==> src/rtl/multicycle_control_pkg.sv <==
// Shared definitions for the multicycle MIPS control path: opcodes, alu_op
// encodings, datapath select encodings, FSM states and the control word.
// Optional feature macro: MULTICYCLE_CTRL_ADDI_EN (ADDI support).
package multicycle_control_pkg;

  // Opcode field values (instr[31:26])
  localparam logic [5:0] OP_RTYPE = 6'b000000;
  localparam logic [5:0] OP_LW    = 6'b100011;
  localparam logic [5:0] OP_SW    = 6'b101011;
  localparam logic [5:0] OP_BEQ   = 6'b000100;
  localparam logic [5:0] OP_J     = 6'b000010;
  localparam logic [5:0] OP_ADDI  = 6'b001000;

  // alu_op encodings shared with the ALU control decoder
  localparam logic [1:0] ALUOP_ADD   = 2'b00;
  localparam logic [1:0] ALUOP_SUB   = 2'b01;
  localparam logic [1:0] ALUOP_FUNCT = 2'b10;

  // ALU B operand select
  localparam logic [1:0] SRCB_REG    = 2'b00;
  localparam logic [1:0] SRCB_FOUR   = 2'b01;
  localparam logic [1:0] SRCB_IMM    = 2'b10;
  localparam logic [1:0] SRCB_IMM_SH = 2'b11;

  // PC source select
  localparam logic [1:0] PCSRC_ALU    = 2'b00;
  localparam logic [1:0] PCSRC_ALUOUT = 2'b01;
  localparam logic [1:0] PCSRC_JUMP   = 2'b10;

  typedef enum logic [3:0] {
    S_FETCH     = 4'd0,
    S_DECODE    = 4'd1,
    S_MEM_ADDR  = 4'd2,
    S_MEM_READ  = 4'd3,
    S_MEM_WB    = 4'd4,
    S_MEM_WRITE = 4'd5,
    S_EXECUTE   = 4'd6,
    S_R_WB      = 4'd7,
    S_BRANCH    = 4'd8,
`ifdef MULTICYCLE_CTRL_ADDI_EN
    S_JUMP      = 4'd9,
    S_ADDI_EX   = 4'd10,
    S_ADDI_WB   = 4'd11
`else
    S_JUMP      = 4'd9
`endif
  } state_t;

  // Instruction class as seen by the decoder
  typedef enum logic [2:0] {
    CLS_R,
    CLS_LW,
    CLS_SW,
    CLS_BEQ,
    CLS_J,
    CLS_ADDI,
    CLS_ILLEGAL
  } op_class_t;

  // Full control word driven to the datapath
  typedef struct packed {
    logic       pc_write;
    logic       pc_write_cond;
    logic       i_or_d;
    logic       mem_read;
    logic       mem_write;
    logic       ir_write;
    logic       mem_to_reg;
    logic       reg_dst;
    logic       reg_write;
    logic       alu_src_a;
    logic [1:0] alu_src_b;
    logic [1:0] alu_op;
    logic [1:0] pc_source;
    logic       illegal_op;
  } ctrl_t;

  function automatic op_class_t classify(input logic [5:0] op);
    op_class_t cls;
    case (op)
      OP_RTYPE: cls = CLS_R;
      OP_LW:    cls = CLS_LW;
      OP_SW:    cls = CLS_SW;
      OP_BEQ:   cls = CLS_BEQ;
      OP_J:     cls = CLS_J;
`ifdef MULTICYCLE_CTRL_ADDI_EN
      OP_ADDI:  cls = CLS_ADDI;
`endif
      default:  cls = CLS_ILLEGAL;
    endcase
    return cls;
  endfunction

endpackage

==> src/rtl/multicycle_control.sv <==
// Main control FSM of the multicycle MIPS datapath: sequences fetch, decode,
// execute, memory and writeback, and drives all mux selects and enables.
// Optional feature macro: MULTICYCLE_CTRL_ADDI_EN (adds ADDI_EX/ADDI_WB).
module multicycle_control
  import multicycle_control_pkg::*;
#(
  parameter int OPC_W   = 6,
  parameter int ALUOP_W = 2
) (
  input  logic               clk,
  input  logic               reset,
  input  logic [OPC_W-1:0]   opcode,
  input  logic               mem_ready,
  output logic               pc_write,
  output logic               pc_write_cond,
  output logic               i_or_d,
  output logic               mem_read,
  output logic               mem_write,
  output logic               ir_write,
  output logic               mem_to_reg,
  output logic               reg_dst,
  output logic               reg_write,
  output logic               alu_src_a,
  output logic [1:0]         alu_src_b,
  output logic [ALUOP_W-1:0] alu_op,
  output logic [1:0]         pc_source,
  output logic               illegal_op
);

  state_t    state, state_next;
  op_class_t op_cls;
  ctrl_t     ctrl;

  assign op_cls = classify(6'(opcode));

  // State register
  always_ff @(posedge clk) begin
    if (reset) state <= S_FETCH;
    else       state <= state_next;
  end

  // Next-state decode; any unused encoding falls back to FETCH
  always_comb begin
    state_next = S_FETCH;
    case (state)
      S_FETCH:     state_next = mem_ready ? S_DECODE : S_FETCH;
      S_DECODE: begin
        case (op_cls)
          CLS_R:    state_next = S_EXECUTE;
          CLS_LW,
          CLS_SW:   state_next = S_MEM_ADDR;
          CLS_BEQ:  state_next = S_BRANCH;
          CLS_J:    state_next = S_JUMP;
`ifdef MULTICYCLE_CTRL_ADDI_EN
          CLS_ADDI: state_next = S_ADDI_EX;
`endif
          default:  state_next = S_FETCH;
        endcase
      end
      S_MEM_ADDR:  state_next = (op_cls == CLS_SW) ? S_MEM_WRITE : S_MEM_READ;
      S_MEM_READ:  state_next = mem_ready ? S_MEM_WB : S_MEM_READ;
      S_MEM_WB:    state_next = S_FETCH;
      S_MEM_WRITE: state_next = mem_ready ? S_FETCH : S_MEM_WRITE;
      S_EXECUTE:   state_next = S_R_WB;
      S_R_WB:      state_next = S_FETCH;
      S_BRANCH:    state_next = S_FETCH;
      S_JUMP:      state_next = S_FETCH;
`ifdef MULTICYCLE_CTRL_ADDI_EN
      S_ADDI_EX:   state_next = S_ADDI_WB;
      S_ADDI_WB:   state_next = S_FETCH;
`endif
      default:     state_next = S_FETCH;
    endcase
  end

  // Output decode: Moore from state, except FETCH's ir_write/pc_write which
  // follow mem_ready; reset gates every output to zero combinationally
  always_comb begin
    ctrl = '0;
    case (state)
      S_FETCH: begin
        ctrl.mem_read  = 1'b1;
        ctrl.alu_src_b = SRCB_FOUR;
        ctrl.alu_op    = ALUOP_ADD;
        ctrl.pc_source = PCSRC_ALU;
        ctrl.ir_write  = mem_ready;
        ctrl.pc_write  = mem_ready;
      end
      S_DECODE: begin
        ctrl.alu_src_b  = SRCB_IMM_SH;
        ctrl.alu_op     = ALUOP_ADD;
        ctrl.illegal_op = (op_cls == CLS_ILLEGAL);
      end
      S_MEM_ADDR: begin
        ctrl.alu_src_a = 1'b1;
        ctrl.alu_src_b = SRCB_IMM;
        ctrl.alu_op    = ALUOP_ADD;
      end
      S_MEM_READ: begin
        ctrl.mem_read = 1'b1;
        ctrl.i_or_d   = 1'b1;
      end
      S_MEM_WB: begin
        ctrl.reg_write  = 1'b1;
        ctrl.mem_to_reg = 1'b1;
      end
      S_MEM_WRITE: begin
        ctrl.mem_write = 1'b1;
        ctrl.i_or_d    = 1'b1;
      end
      S_EXECUTE: begin
        ctrl.alu_src_a = 1'b1;
        ctrl.alu_src_b = SRCB_REG;
        ctrl.alu_op    = ALUOP_FUNCT;
      end
      S_R_WB: begin
        ctrl.reg_write = 1'b1;
        ctrl.reg_dst   = 1'b1;
      end
      S_BRANCH: begin
        ctrl.alu_src_a     = 1'b1;
        ctrl.alu_src_b     = SRCB_REG;
        ctrl.alu_op        = ALUOP_SUB;
        ctrl.pc_write_cond = 1'b1;
        ctrl.pc_source     = PCSRC_ALUOUT;
      end
      S_JUMP: begin
        ctrl.pc_write  = 1'b1;
        ctrl.pc_source = PCSRC_JUMP;
      end
`ifdef MULTICYCLE_CTRL_ADDI_EN
      S_ADDI_EX: begin
        ctrl.alu_src_a = 1'b1;
        ctrl.alu_src_b = SRCB_IMM;
        ctrl.alu_op    = ALUOP_ADD;
      end
      S_ADDI_WB: begin
        ctrl.reg_write = 1'b1;
      end
`endif
      default: ctrl = '0;
    endcase
    if (reset) ctrl = '0;
  end

  assign pc_write      = ctrl.pc_write;
  assign pc_write_cond = ctrl.pc_write_cond;
  assign i_or_d        = ctrl.i_or_d;
  assign mem_read      = ctrl.mem_read;
  assign mem_write     = ctrl.mem_write;
  assign ir_write      = ctrl.ir_write;
  assign mem_to_reg    = ctrl.mem_to_reg;
  assign reg_dst       = ctrl.reg_dst;
  assign reg_write     = ctrl.reg_write;
  assign alu_src_a     = ctrl.alu_src_a;
  assign alu_src_b     = ctrl.alu_src_b;
  assign alu_op        = ALUOP_W'(ctrl.alu_op);
  assign pc_source     = ctrl.pc_source;
  assign illegal_op    = ctrl.illegal_op;

endmodule

==> config.mk <==
export PLATFORM = sky130hd
export DESIGN_NAME = multicycle_control
export DESIGN_NICKNAME = d
export VERILOG_FILES = /design/src/rtl/multicycle_control_pkg.sv /design/src/rtl/multicycle_control.sv
export SDC_FILE = /design/constraint.sdc
export NUM_CORES = 1
export LEC_CHECK = 0
export ABC_CLOCK_PERIOD_IN_PS = 5840
export BUFFER_PORTS_ARGS = -buffer_cell sky130_fd_sc_hd__buf_2
export CORE_AREA = 2 2 39 41
export DETAILED_ROUTE_END_ITERATION = 8
export DIE_AREA = 0 0 41 43
export GPL_ROUTABILITY_DRIVEN = 0
export PLACE_DENSITY = 0.72
export SKIP_LAST_GASP = 1
export SYNTH_ARGS = -nofsm -noshare
export SYNTH_HDL_FRONTEND = slang
export SYNTH_SLANG_ARGS = --single-unit
==> constraint.sdc <==
create_clock -name clk -period 5.84 [get_ports clk]
set_input_delay 1.752 -clock clk [delete_from_list [all_inputs] [get_ports clk]]
set_output_delay 1.752 -clock clk [all_outputs]
set_load 0.01 [all_outputs]
Yosys cells after proc, flatten, opt, wreduce, memory -nomap -nowiden. Index checks and enable logic that the tools add are counted.

Bits of input ports: 9. Bits in latches: 0. Word-level logic and storage cells: 48. Memories: 0. Bits in read-only memories: 0. Output and inout bits: 17. Bits in registers: 4. Memory bits (writable): 0.

Bitwise logic cells: 0. Eq/ne operators: 18. Reductions and logical operators: 8. $mul: 0. Mux-type cells: 21. $lt $le $gt $ge: 0. Add/subtract/negate cells: 0. Shifts and indexed selects: 0. Div/mod/pow operators: 0.

Operators with widths (count): $pmux 4 s6 (1); $pmux 4 s5 (1); $mux 17 (1); $eq 4x3->1 const B (4); $pmux 4 s4 (1); $pmux 3 s5 (1); $eq 6x6->1 const B (2); $mux 1 (11); $mux 3 (3); $eq 4x2->1 const B (2); $eq 4x4->1 const B (2); $reduce_or 2->1 (4); $eq 3x2->1 const B (2); $eq 3x3->1 const B (2); $eq 6x2->1 const B (1); $eq 6x3->1 const B (1); $logic_not 6->1 (1); $eq 4x1->1 const B (1); $logic_not 4->1 (1); $pmux 2 s2 (1); $eq 3x1->1 const B (1); $logic_not 3->1 (1); $reduce_or 3->1 (1); $pmux 1 s2 (1).

Depth between registers and ports, before layout. Gate-level depths: netlist (run 1).

Depth after elaboration: 6. Mapped depth: 5. Depth with buffers taken out: 4.

Worst setup path before layout (run 1). Ideal clock, no wire load.

Kind: input port to output port. Start: in reset. End: out illegal_op. Data required time: 4088 ps. Arrival: 2595 ps. Buffers on the path: 1. Path slack: 1493 ps. Stages: 3. Cell sequence: or2_2 > buf_2 > nor4_1.

Word-level cells in the longest chain between the ends: 1.

Ends and longest elaborated chain: start, declared (RTL line multicycle_control.sv:11) `input logic reset,`; $mux 17 (RTL line multicycle_control.sv:143) `if (reset) ctrl = '0;`; end, declared (RTL line multicycle_control.sv:27) `output logic illegal_op`.

Every way passes these cells.

Final worst setup path (run 1).
Start: in opcode[5]. End: out illegal_op.

Word-level cells in the longest chain between the ends: 5. Elaborated cells on any way between the ends: 9. Those cells by class: 5 x eq/ne; 3 x mux; 1 x reduce/logical.

Ends and longest elaborated chain: start, declared (RTL line multicycle_control.sv:12) `input logic [OPC_W-1:0] opcode,`; $eq 6x2->1 (tied with other cells) (RTL line multicycle_control_pkg.sv:80) `case (op)`; $pmux 3 s5 * (RTL line multicycle_control_pkg.sv:80); $eq 3x3->1 * (RTL line multicycle_control.sv:92) `ctrl.illegal_op = (op_cls == CLS_ILLEGAL);`; $mux 1 * (RTL line multicycle_control.sv:80) `case (state)`; $mux 17 * (RTL line multicycle_control.sv:143).

Mark *: on every way between the ends. The rest lies on a longest branch, timed or not.

==> results of run 1 <==
[power by group through the flow]
stage / Clock [mW] / Combinational, mW / Sequential (mW)
6_report: 0.0348 / 0.0215 / 0.0304
5_1_grt: 0.0386 / 0.0241 / 0.0306
4_1_cts: 0.0362 / 0.0216 / 0.0304
3_5_place_dp: 0 / 0.0216 / 0.0308
3_3_place_gp: 0 / 0.0212 / 0.0307
2_1_floorplan: 0 / 0.0163 / 0.0285
[kinds of logic after synthesis]
group                  share of synthesized area [%]
AO/OA/AOI/OAI                                   19.1
XOR/XNOR                                        6.44
buffers and inverters                           9.66
flip-flops                                      14.7
multiplexers                                    5.75
AND/OR/NAND/NOR                                 44.4
[worst register-to-register path, cell delays in order, from the launching register on]
cell     delay (ns)
dfxtp_1        0.66
nand3_1        0.30
nor4_1         0.39
o21a_1         0.15
[per-stage QoR]
step                      utilization [%]  setup WS [ns]
after floorplan                         -           1.49
after global placement               46.6           1.24
after detailed placement             46.6           1.24
after CTS                            48.2           1.23
after global routing                 48.2           1.18
final                                48.2           1.24
[worst max-delay path by stage]
| stage | end | startpoint |
|---|---|---|
| floorplan | illegal_op | reset |
| global placement | illegal_op | opcode[5] |
| detailed placement | illegal_op | opcode[5] |
| CTS | illegal_op | opcode[5] |
| global route | illegal_op | opcode[5] |
| finish | illegal_op | opcode[5] |
[area by class of cell]
class	count	area, um2
timing repair buffer	25	125
inverter	2	7.51
multi-input combinational	62	412
fill	141	717
sequential	4	80.1
tap	16	20.0
clock buffer	3	22.5
[cell usage in the layout, fill, tap and decap left out, types with 2 or more instances in the layout]
cell / Yosys / final
o21a_1: 3 / 3
nand2_1: 4 / 4
nor2b_1: 2 / 2
a21oi_1: 3 / 3
xor2_1: 2 / 2
mux2i_1: 2 / 2
nor4_1: 3 / 3
nor2_1: 11 / 11
xnor2_1: 2 / 2
o21ai_0: 2 / 2
o22ai_1: 2 / 2
inv_1: 2 / 2
buf_2: 6 / 25
clkbuf_4: 0 / 3
nor3_1: 9 / 9
dfxtp_1: 4 / 4
or2_2: 2 / 2
[per-layer routing]
layer / vias to the layer above / share of wire [%] / GRT usage, %
met5: - / 0 / 0
met2: 25 / 44 / 24.4
met3: 0 / 7.8 / 1.57
li1: 313 / - / -
met1: 250 / 48 / 20.2
met4: 0 / 0 / 8.00
==> results.cfg, run 1 <==
[route]
drt-vias-per-instance = 5.25
drt-initial-drc-count = 7
drt_pass1_iterations = 3
via_count = 588
drc_errors = 0
wire_per_inst_um = 11.3
wl_um = 1260
detail-route-antenna-nets = 0

[setup_path]
r2r-start = state[0]
ff2ff_path_depth = 3
critical_path_class = input port to output pin
required_ns = 4.09
path_cells = buf_2, or3_4, a21o_2, a21oi_1, nor4_1, buf_2
path_delay_family = simple AND/OR/NAND/NOR gates
startpoint_type = input port
r2r_slack_ns = 4.28
crit_buf_inv = 2
cpPeakStageDelay_ns = 0.41
cp_num_cells = 6
crit_slowest_cell = or3_4
end_kind = output pin
worst_path_most_repeated_cell = buf_2
r2r-end = state[0]
cp.arrival_ns = 2.85
critPathMaxFanout = 4

[sta]
hold_viol = 0
fin_crit_sh_pct = 78.8
finalMaxSlewViolations = 0
fin_setup_tns_ns = 0
clock.fmax_ghz = 0.217
holdWs_ns = 0.753
rsz0062_at_grt = no
finalSetupViolCount = 0
layout_min_cycle_time_ns = 4.60
worst_slew_pin_slew_ns = 0.571
slew_headroom_pct = 61.8
skew_ns = 0.00607

[yosys]
ys_ff_latch = 4
synth_cell_types = 32
synth_flop_cell = dfxtp_1
synth-edff-count = 0
synth.most_common_cell = nor2_1
synth_area_um2 = 544
ys_warn_count = 0
syn_nets = 85
synthTopCellsByArea = dfxtp_1 15%, nor3_1 8.3%, nor2_1 7.6%
yosysSeqAreaShare_pct = 14.7
synth_commonest_cells = 11 x nor2_1, 9 x nor3_1, 6 x buf_2, 4 x dfxtp_1, 4 x nand2_1
syn_avg_cell_area_um2 = 7.16
netlist.top_cell.by_area = dfxtp_1
synth.top_cell.area_share_pct = 14.7
async_reset_ff_share_pct = 0
synthCells = 76

[layout]
regMostFlops = state
largestRegisters = state: 4 flops
layout-drive-gt1-share_pct = 38.5
antenna_cells = 0
largest_register_ffs = 4
syn2layout_area_growth_pct = 22.5
final_nets = 107
design_area_um2 = 667
final_cells = 112

[worst_hold_path]
worstHoldStart = state[0]
hold_depth = 1
hp-class = flop to flop
min_to = state[3]

[power_and_ir_drop]
p_clk_share_pct = 40.1
power_mw = 0.0868
vdd_drop_max_mv = 0.0758
power.density_nw_per_um2 = 130
power.switching_mw = 0.0261
p_seq_share_pct = 35.1
leakagePower_nw = 0.296
p_int_mw = 0.0606
pwr-share-comb_pct = 24.8
switching_share_pct = 30.1

[die]
initial_core_util_pct = 39.3
die_h_um = 43
rows = 14
coreArea_um2 = 1380
die_w_um = 41
die_area_um2 = 1760
io_pins = 26

[global_routing]
grt_max_degree = 17
grt_use_total_pct = 15.6
grt_remaining_overflow = 0
grt_pass1_wl_um = 1900
antenna_found_initial = 0
grt_pass1_vias = 463

[cts]
clkSlewWorstSetupHoldPaths_ns = 0.04
cts_buffers = 3
ctsHoldBuffers = 0
clock_sinks = 4
htreeDepth = 1
cts_setup_buffers = 0
cts_buffer_depth = 2
clkLatencyLatePin_ns = 0.24
cts_tree = yes
cts_resized = 0
cts-root-buf = clkbuf_4

[placed_design]
dp_hpwl_um = 999
io_buffers = 25
place_area_um2 = 644
placedCellCount = 109

[status]
status = finished, final reports clean

[run]
cap_viol_max_count = 0
No activity file was read; power rests on OpenSTA's default activity.
==> run 2: changes to the inputs <==
--- a/config.mk
+++ b/config.mk
@@ -5,13 +5,13 @@
 export SDC_FILE = /design/constraint.sdc
 export NUM_CORES = 1
 export LEC_CHECK = 0
-export ABC_CLOCK_PERIOD_IN_PS = 5840
+export ABC_CLOCK_PERIOD_IN_PS = 4200
 export BUFFER_PORTS_ARGS = -buffer_cell sky130_fd_sc_hd__buf_2
-export CORE_AREA = 2 2 39 41
+export CORE_MARGIN = 2
+export CORE_UTILIZATION = 40
 export DETAILED_ROUTE_END_ITERATION = 8
-export DIE_AREA = 0 0 41 43
 export GPL_ROUTABILITY_DRIVEN = 0
-export PLACE_DENSITY = 0.72
+export PLACE_DENSITY = 0.73
 export SKIP_LAST_GASP = 1
 export SYNTH_ARGS = -nofsm -noshare
 export SYNTH_HDL_FRONTEND = slang
==> constraint.sdc (replaced) <==
create_clock -name clk -period 4.2 [get_ports clk]
set_input_delay 1.26 -clock clk [delete_from_list [all_inputs] [get_ports clk]]
set_output_delay 1.26 -clock clk [all_outputs]
set_load 0.01 [all_outputs]
==> run 2 against run 1 <==
Net effect: largest power group unchanged; sequential share of layout area hardly changed; worst setup slack worse by 0.66 ns; largest cell class unchanged; highest routed layer unchanged; sequential cell count stayed put.
==> results.cfg, run 2 (same netlist as run 1, synthesis figures left out) <==
[setup_path]
worst_path_most_repeated_cell = buf_2
cpPeakStageDelay_ns = 0.41
path_cells = buf_2, or3_4, a21o_2, a21oi_1, nor4_1, buf_2
r2r-start = state[0]
ff2ff_path_depth = 4
r2r_slack_ns = 2.66
crit_slowest_cell = or3_4
startpoint_type = input port
end_kind = output pin
r2r-end = state[0]
cp_num_cells = 6
critPathMaxFanout = 4
cp.arrival_ns = 2.36
required_ns = 2.94
critical_path_class = input port to output pin
path_delay_family = simple AND/OR/NAND/NOR gates
crit_buf_inv = 2

[sta]
slew_headroom_pct = 62.7
finalMaxSlewViolations = 0
fin_setup_tns_ns = 0
hold_viol = 0
fin_crit_sh_pct = 86.2
worst_slew_pin_slew_ns = 0.558
skew_ns = 0.00322
finalSetupViolCount = 0
layout_min_cycle_time_ns = 3.62
clock.fmax_ghz = 0.276
holdWs_ns = 0.758
rsz0062_at_grt = no

[worst_hold_path]
min_to = state[3]
worstHoldStart = state[0]
hp-class = flop to flop
hold_depth = 1

[global_routing]
grt_remaining_overflow = 0
antenna_found_initial = 0
grt_pass1_vias = 462
grt_max_degree = 17
grt_pass1_wl_um = 2010
grt_use_total_pct = 17.9

[route]
route.met3.wl_um = 81
drt_pass1_iterations = 4
drc_errors = 0
dr.max_layer_used = met3
wl_met1_um = 591
wl_met2_um = 680
drt-initial-drc-count = 10
wl_um = 1350
via_count = 595
drt-vias-per-instance = 5.36
detail-route-antenna-nets = 0
wire_per_inst_um = 12.2

[die]
die_w_um = 40.9
rows = 13
die_area_um2 = 1670
io_pins = 26
initial_core_util_pct = 42.4
coreArea_um2 = 1280
die_h_um = 40.9

[layout]
largestRegisters = state: 4 flops
layout.cells.most_common = buf_2
syn2layout_area_growth_pct = 22.3
largest_register_ffs = 4
final_nets = 107
layout-drive-gt1-share_pct = 38.5
regMostFlops = state
antenna_cells = 0
multi_input_area_um2 = 412
final_cell_mix = 25 x buf_2, 11 x nor2_1, 9 x nor3_1
regArea_um2 = 80.1
final_cells = 111
fill_cells = 149

[cts]
clkSlewWorstSetupHoldPaths_ns = 0.04
cts-root-buf = clkbuf_4
clock_sinks = 4
cts_buffer_depth = 2
cts_setup_buffers = 0
htreeDepth = 1
cts_resized = 0
clkLatencyLatePin_ns = 0.23
cts_tree = yes
ctsHoldBuffers = 0
cts_buffers = 3

[run]
cap_viol_max_count = 0

[placed_design]
io_buffers = 25
dp_hpwl_um = 1070
placedCellCount = 108

[power_and_ir_drop]
power_mw = 0.119
vdd_drop_max_mv = 0.0992
power.density_nw_per_um2 = 179
leakagePower_nw = 0.296

[status]
status = finished, final reports clean
-- run 2: cell counts in the layout (fill, tap and decap cells not counted) --
No cell type changed its count.
-- run 2: per-layer routing --
layer  track usage, %  up-vias
li1                 -      310
met1             20.5      267
met2             33.2       18
met3             1.63        0
met4             7.50        0
met5                0        -
-- run 2: worst max path at each step --
stage,from,end,slack [ns]
CTS,opcode[5],illegal_op,0.58
floorplan,reset,illegal_op,0.84
detailed placement,opcode[5],illegal_op,0.59
global placement,opcode[5],illegal_op,0.63
global route,opcode[5],illegal_op,0.51
finish,opcode[5],illegal_op,0.58
-- run 2: final cells by class --
type	count	area share, %
Inverter	2	1.13
Timing Repair Buffer	25	18.8
Clock buffer	3	3.38
Tap cell	15	2.82
Multi-Input combinational cell	62	61.8
Sequential cell	4	12.0
-- run 2: per-stage QoR --
| step | worst slack, ns | cell area (um2) | util, % |
|---|---|---|---|
| global placement | 0.628 | 643 | 50.0 |
| floorplan | 0.837 | 544 | - |
| CTS | 0.584 | 666 | 51.8 |
| detailed placement | 0.587 | 643 | 50.0 |
| finish | 0.579 | 666 | 51.8 |
| global route | 0.505 | 666 | 51.8 |
-- run 2: where the power goes --
| part | internal, mW | switching (mW) |
|---|---|---|
| Clock | 0.0319 | 0.0144 |
| Combinational | 0.0133 | 0.0173 |
| Sequential | 0.0390 | 0.00324 |
| Total | 0.0842 | 0.0350 |
